<file path="src/rtl/kyber_pkg.sv">
// Shared Kyber constants, eta encodings, FSM states and stream sizing helpers
// for the streaming CBD sampler.
package kyber_pkg;

    localparam int Q  = 3329;
    localparam int N  = 256;
    localparam int CW = 12;

    localparam logic [1:0] ETA2 = 2'd2;
    localparam logic [1:0] ETA3 = 2'd3;

    typedef enum logic [1:0] {
        IDLE = 2'd0,
        RUN  = 2'd1,
        DONE = 2'd2
    } state_t;

    // Input words consumed by one polynomial.
    function automatic int words_f(input logic [1:0] eta, input int iw, input int n);
        return (n * 2 * int'(eta)) / iw;
    endfunction

    // Output beats produced by one polynomial.
    function automatic int beats_f(input int n, input int nl);
        return n / nl;
    endfunction

endpackage

</file>
<file path="src/rtl/cbd_lane.sv">
// One combinational CBD lane: turns 2*eta stream bits into a canonical mod-q
// coefficient. For eta=2 only i_bits[3:0] are meaningful.
module cbd_lane #(
    parameter int CW = 12,
    parameter int Q  = 3329
) (
    input  logic [5:0]    i_bits,
    input  logic [1:0]    i_eta,
    output logic [CW-1:0] o_coeff
);
    import kyber_pkg::*;

    logic       w_e3;
    logic [1:0] w_a;
    logic [1:0] w_b;

    assign w_e3 = (i_eta == ETA3);

    // a takes the first eta bits, b the following eta bits
    assign w_a = {1'b0, i_bits[0]} + {1'b0, i_bits[1]} + {1'b0, i_bits[2] & w_e3};
    assign w_b = {1'b0, w_e3 ? i_bits[3] : i_bits[2]}
               + {1'b0, w_e3 ? i_bits[4] : i_bits[3]}
               + {1'b0, i_bits[5] & w_e3};

    always_comb begin
        o_coeff = '0;
        if (w_a >= w_b) begin
            o_coeff = CW'(w_a - w_b);
        end else begin
            o_coeff = CW'(Q) - CW'(w_b - w_a);
        end
    end

endmodule

</file>
<file path="src/rtl/cbd_stream.sv">
// Streaming CBD_eta sampler: PRF byte words in, NL mod-q coefficients per beat
// out under valid/ready; the polynomial itself is never stored.
module cbd_stream #(
    parameter int IW = 64,
    parameter int NL = 8,
    parameter int CW = 12,
    parameter int Q  = 3329,
    parameter int N  = 256
) (
    input  logic               i_clk,
    input  logic               i_rstn,
    input  logic               i_start,
    input  logic [1:0]         i_eta,
    input  logic [IW-1:0]      i_ibytes,
    input  logic               i_ibytes_valid,
    output logic               o_ibytes_ready,
    output logic [NL*CW-1:0]   o_coeffs,
    output logic               o_coeffs_valid,
    input  logic               i_coeffs_ready,
    output logic               o_busy,
    output logic               o_done,
    output logic               o_err
);
    import kyber_pkg::*;

    localparam int BW     = 2 * IW;
    localparam int CNTW   = $clog2(BW + 1);
    localparam int WORDS2 = words_f(ETA2, IW, N);
    localparam int WORDS3 = words_f(ETA3, IW, N);
    localparam int WCW    = $clog2(WORDS3 + 1);
    localparam int BEATS  = beats_f(N, NL);
    localparam int BCW    = $clog2(BEATS + 1);

    state_t              r_state;
    state_t              w_state_next;
    logic [1:0]          r_eta;
    logic [BW-1:0]       r_buf;
    logic [CNTW-1:0]     r_cnt;
    logic [WCW-1:0]      r_words;
    logic [BCW-1:0]      r_beats_formed;
    logic [BCW-1:0]      r_beats_acc;
    logic [NL*CW-1:0]    r_coeffs;
    logic                r_valid;
    logic                r_err;

    logic                w_eta_ok;
    logic                w_start_ok;
    logic [WCW-1:0]      w_words_tgt;
    logic [CNTW-1:0]     w_need;
    logic                w_accept;
    logic                w_drain;
    logic                w_form;
    logic                w_last;
    logic [IW-1:0]       w_word_lsb;
    logic [BW-1:0]       w_base;
    logic [CNTW-1:0]     w_cnt_base;
    logic [BW-1:0]       w_buf_next;
    logic [CNTW-1:0]     w_cnt_next;
    logic [5:0]          w_lane_bits [NL];
    logic [NL*CW-1:0]    w_lanes;

    assign w_eta_ok    = (i_eta == ETA2) || (i_eta == ETA3);
    assign w_start_ok  = (r_state == IDLE) && i_start && w_eta_ok;
    assign w_words_tgt = (r_eta == ETA3) ? WCW'(WORDS3) : WCW'(WORDS2);
    assign w_need      = (r_eta == ETA3) ? CNTW'(NL * 6) : CNTW'(NL * 4);

    assign o_ibytes_ready = (r_state == RUN) && (r_words < w_words_tgt) && (r_cnt <= CNTW'(IW));
    assign w_accept       = i_ibytes_valid && o_ibytes_ready;
    assign w_drain        = r_valid && i_coeffs_ready;
    assign w_form         = (r_state == RUN) && (r_cnt >= w_need)
                          && (r_beats_formed < BCW'(BEATS)) && (!r_valid || w_drain);
    assign w_last         = w_drain && (r_beats_acc == BCW'(BEATS - 1));

    // Byte 0 sits in the top byte of the word but is first in the bit stream.
    genvar gi;
    generate
        for (gi = 0; gi < IW / 8; gi++) begin : g_reorder
            assign w_word_lsb[8*gi +: 8] = i_ibytes[IW-8-8*gi +: 8];
        end
    endgenerate

    assign w_base     = w_form ? (r_buf >> w_need) : r_buf;
    assign w_cnt_base = w_form ? (r_cnt - w_need) : r_cnt;
    assign w_buf_next = w_accept ? (w_base | ({{IW{1'b0}}, w_word_lsb} << w_cnt_base)) : w_base;
    assign w_cnt_next = w_cnt_base + (w_accept ? CNTW'(IW) : CNTW'(0));

    generate
        for (gi = 0; gi < NL; gi++) begin : g_lane
            assign w_lane_bits[gi] = (r_eta == ETA3) ? r_buf[6*gi +: 6] : {2'b00, r_buf[4*gi +: 4]};
            cbd_lane #(.CW(CW), .Q(Q)) u_lane (
                .i_bits  (w_lane_bits[gi]),
                .i_eta   (r_eta),
                .o_coeff (w_lanes[CW*gi +: CW])
            );
        end
    endgenerate

    always_comb begin
        w_state_next = r_state;
        case (r_state)
            IDLE:    if (w_start_ok) w_state_next = RUN;
            RUN:     if (w_last) w_state_next = DONE;
            DONE:    w_state_next = IDLE;
            default: w_state_next = IDLE;
        endcase
    end

    always_ff @(posedge i_clk or negedge i_rstn) begin
        if (!i_rstn) begin
            r_state        <= IDLE;
            r_eta          <= ETA2;
            r_buf          <= '0;
            r_cnt          <= '0;
            r_words        <= '0;
            r_beats_formed <= '0;
            r_beats_acc    <= '0;
            r_coeffs       <= '0;
            r_valid        <= 1'b0;
            r_err          <= 1'b0;
        end else begin
            r_state <= w_state_next;
            r_err   <= (r_state == IDLE) && i_start && !w_eta_ok;
            if (w_start_ok) begin
                r_eta          <= i_eta;
                r_buf          <= '0;
                r_cnt          <= '0;
                r_words        <= '0;
                r_beats_formed <= '0;
                r_beats_acc    <= '0;
                r_valid        <= 1'b0;
            end else if (r_state == RUN) begin
                r_buf <= w_buf_next;
                r_cnt <= w_cnt_next;
                if (w_accept) r_words <= r_words + 1'b1;
                if (w_form) begin
                    r_coeffs       <= w_lanes;
                    r_valid        <= 1'b1;
                    r_beats_formed <= r_beats_formed + 1'b1;
                end else if (w_drain) begin
                    r_valid <= 1'b0;
                end
                if (w_drain) r_beats_acc <= r_beats_acc + 1'b1;
            end
        end
    end

    assign o_coeffs       = r_coeffs;
    assign o_coeffs_valid = r_valid;
    assign o_busy         = (r_state == RUN);
    assign o_done         = (r_state == DONE);
    assign o_err          = r_err;

endmodule

</file>
<file path="config.mk">
export PLATFORM = sky130hd
export DESIGN_NAME = cbd_stream
export DESIGN_NICKNAME = d
export VERILOG_FILES = /design/src/rtl/kyber_pkg.sv /design/src/rtl/cbd_lane.sv /design/src/rtl/cbd_stream.sv
export SDC_FILE = /design/constraint.sdc
export NUM_CORES = 1
export LEC_CHECK = 0
export BUFFER_PORTS_ARGS = -buffer_cell sky130_fd_sc_hd__buf_2
export CAP_MARGIN = 20
export CORE_MARGIN = 2
export CORE_UTILIZATION = 65
export DETAILED_ROUTE_END_ITERATION = 8
export GPL_ROUTABILITY_DRIVEN = 0
export PLACE_DENSITY = 0.89
export SLEW_MARGIN = 20
export SYNTH_ARGS = -nofsm -noshare
export SYNTH_HDL_FRONTEND = slang
export SYNTH_HIERARCHICAL = 1
export SYNTH_SLANG_ARGS = --single-unit
</file>
<file path="constraint.sdc">
create_clock -name i_clk -period 7.71 [get_ports i_clk]
set_input_delay 0.771 -clock i_clk [delete_from_list [all_inputs] [get_ports i_clk]]
set_output_delay 0.771 -clock i_clk [all_outputs]
set_load 0.005 [all_outputs]
</file>
==> reports/results.ini <==
[route]
drt_iter0_drc = 2410
drc_errors = 0
firstDrtPassIters = 9
via_per_inst = 6.46
drt_wl_total_mm = 45.4
detail-route-antenna-nets = 0
vias = 15139
wl_per_cell_um = 19.4

[die]
coreArea_um2 = 24200
rows = 57
die_x_um = 161
die-height_um = 161
initial_core_util_pct = 65.9
die-area_um2 = 25900
io_pins = 172

[sta]
fin_ws_ns = 2.48
timing.final.crit_share_pct = 67.9
fin_crit_ns = 5.23
setup_violations = 0
tightest_slew_ns = 1.17
hold_violations = 0
rsz0062_at_grt = no
setup-tns-final_ns = 0
relSlewSlack_pct = 21.9
clock_skew_ns = 0.0105
fmax_mhz = 191
slew_violations = 0

[logic_synthesis]
synth_cell_types = 60
synth_warnings = 6
yosysSeqAreaShare_pct = 39.3
synth_edf_count = 0
synth_compound_area_share_pct = 18.5
synth_area_um2 = 16000
synthAdderAreaFrac_pct = 6.91
ys.flop_type = dfrtp_1
synth_fp_nets = 2103
synthCells = 1963
synth_area_per_cell_um2 = 8.14
synthSimpleGateAreaFrac_pct = 20.6
yosys_register_bits = 251
synth_top_family_by_area = simple AND/OR/NAND/NOR gates
synthMuxAreaShare_pct = 6.89
async_flop_share_pct = 100
synth_xor_area_share_pct = 0.493

[pwr]
vdd_drop_max_uv = 356
p_int_mw = 4.40
netSwitchingPower_mw = 4.09
p_leak_nw = 8.57
powerDensity_nw_per_um2 = 487
swShare_pct = 48.2
total_power_mw = 8.49
power_frac_comb_pct = 57.8
clkPwrFrac_pct = 16.0
p_seq_share_pct = 26.1

[critical_path]
crit-reg2reg-launch = r_eta[1]
crit_end = o_coeffs[88]
crit_top_cell = nand2_1
worst-path-buf-inv = 2
cp_cell_sequence = and2_2 > buf_4 > nand2_1 > nand2_1 > mux2i_1 > fa_1 > ha_1 > inv_1 > fa_1 > ha_1 > a21oi_1 > nor2_1 > nand2_1 > nand2_1
cp.depth = 14
critPathMaxFanout = 69
worst-r2r-setup-slack_ns = 2.48
cp_slowest_cell = dfstp_2
cp-end-kind = register
crit_required_ns = 8.17
crit_arrival_ns = 5.69
worstSetupStartpointType = register
criticalPathCategory = register to register
r2r_cells = 14
r2r-end = o_coeffs[88]
startpoint = r_eta[1]
cpPeakStageDelay_ns = 0.99
crit_family = simple AND/OR/NAND/NOR gates

[clocking]
cts_inserted_buffers = 27
post_cts_buffers = 0
htreeDepth = 1
clock_latency_ns = 0.53
clkSlewWorstSetupHoldPaths_ns = 0.06
cts_resized = 0
clock-root-buffer = clkbuf_16
clock_path_buffers = 3
cts_tree = built
cts_hold_buf = 0
clock_sinks = 251

[global_routing]
groute.usage.overall_pct = 34.8
grt_overflow = 0
grt_antenna_before_repair = 1
grt_pass1_vias = 14123
grt_max_degree = 227
grt_pass1_wl_mm = 73.5

[final_layout]
final_core_util_pct = 71.9
final_cells = 2345
synthToLayoutAreaGrowth_pct = 9.18
finalNetCount = 2141
drive_gt1_share_pct = 13.9

[place]
portBuffers = 171
place_ws_ns = 2.84
hpwlAfterDp_mm = 29.1
placed_cells = 2296

[run_status]
status = finished, final reports clean

[worst_hold_path]
holdCritPathClass = primary input to asynchronous set/reset pin

[run]
max_cap_violations = 0

[Yosys cell counts, types with 4 or more instances]
cell        n  share of area [%]
o21a_1     18               0.85
a21oi_1   181                5.7
nor2_1     66                1.6
or3_1       5               0.20
a31oi_1    74                2.9
mux2i_1    65                4.1
mux2_2     32                2.3
o31ai_1    20               0.94
o21ai_1    44                1.4
buf_2      15               0.47
mux2_1      8               0.56
inv_1      61                1.4
xnor2_1     4               0.22
o21ai_0    73                2.3
dfrtp_1   250                 39
ha_1       37                2.9
xor2_1      5               0.27
nand3_1    52                1.6
buf_1       8               0.19
and3_1     42                1.6
clkbuf_1  105                2.5
fa_1       32                4.0
o22a_1      6               0.33
nand2_1   603                 14
buf_4      43                2.0
o221ai_1   10               0.55
a221oi_1   48                2.6
nor2b_1     4               0.16
or3b_1      8               0.44
nand4_1     4               0.16
[layer usage]
layer,part of all wire [%],up-vias,global-route usage [%],wire length (um)
met5,0,-,0,0
met4,3.9,0,14.0,1750
met3,11,165,6.33,4970
met2,46,1001,55.6,21000
met1,39,7199,47.3,17700
li1,-,6774,-,-
[cells by family (layout without fill, tap and decap cells)]
kind of cell | after synthesis | count (layout)
compound gates | 489 | 489
simple gates | 798 | 798
fa+ha+maj | 69 | 69
buf+inv | 242 | 299
xor+xnor | 9 | 9
flops | 251 | 251
other cells | 0 | 1
mux | 105 | 105
[how the worst min path moves through the flow]
stage / cells past startpoint / from / to / slack, ns
2_1_floorplan: 2 / r_buf[112] / r_buf[112] / 0.47
3_3_place_gp: 2 / o_coeffs[47] / o_coeffs[47] / 0.45
3_5_place_dp: 2 / o_coeffs[71] / o_coeffs[71] / 0.46
4_1_cts: 1 / i_rstn / o_coeffs[25] / 0.39
5_1_grt: 1 / i_rstn / o_coeffs[43] / 0.43
6_report: 1 / i_rstn / o_coeffs[43] / 0.35
[power by group through the flow]
stage	Combinational, mW	Sequential (mW)	Clock, mW
global route	5.47	2.25	1.43
CTS	4.82	2.19	1.36
floorplan	3.96	2.10	0
global placement	4.53	2.18	0
finish	4.91	2.22	1.36
detailed placement	4.74	2.20	0
[registers in the layout, indices dropped and copies added, names as in the netlist]
name and flops:
r_buf 128, r_eta 2, o_coeffs_valid 1, r_state 2
r_beats_formed 6, r_cnt 4, o_err 1, r_words 5
r_beats_acc 6, o_coeffs 96
[through the flow]
stage / area (um^2) / hold slack, ns
final: 17400 / 0.346
after global routing: 17400 / 0.428
after CTS: 17400 / 0.387
after detailed placement: 16500 / 0.456
after global placement: 16500 / 0.454
after floorplan: 16000 / 0.469
[cells in the final DEF, fill, tap and decap left out, types with 5 or more instances in the layout]
cell,n
o21a_1,17
or3_1,5
a221oi_1,48
clkbuf_16,27
nand3_1,51
o22a_1,6
clkinv_2,5
nor2_1,66
mux2_2,32
o221ai_1,10
and3_1,42
fa_1,32
xor2_1,5
o31ai_1,20
o21ai_1,42
ha_1,37
inv_1,61
clkbuf_1,6
mux2_1,8
o21ai_0,73
mux2i_1,65
or3b_1,8
buf_2,170
buf_4,16
dfrtp_1,250
nand2_1,602
clkbuf_8,6
a21oi_1,181
a31oi_1,74
[final cells by class]
class | instances | area (um^2)
Multi-Input combinational cell | 1470 | 8580
Fill cell | 1811 | 6810
Sequential cell | 251 | 6280
Timing Repair Buffer | 189 | 1020
Clock buffer | 39 | 781
Tap cell | 324 | 405
Inverter | 62 | 233
Clock inverter | 9 | 145
Antenna cell | 1 | 2.50
[worst register-to-register path: stages, from the launching register on]
cell,delay [ns]
dfstp_2,0.99
and2_2,0.81
buf_4,0.73
nand2_1,0.13
nand2_1,0.13
mux2i_1,0.11
fa_1,0.62
ha_1,0.19
inv_1,0.06
fa_1,0.56
ha_1,0.17
a21oi_1,0.06
nor2_1,0.33
nand2_1,0.15
nand2_1,0.12
(Power assumes the default switching activity.)
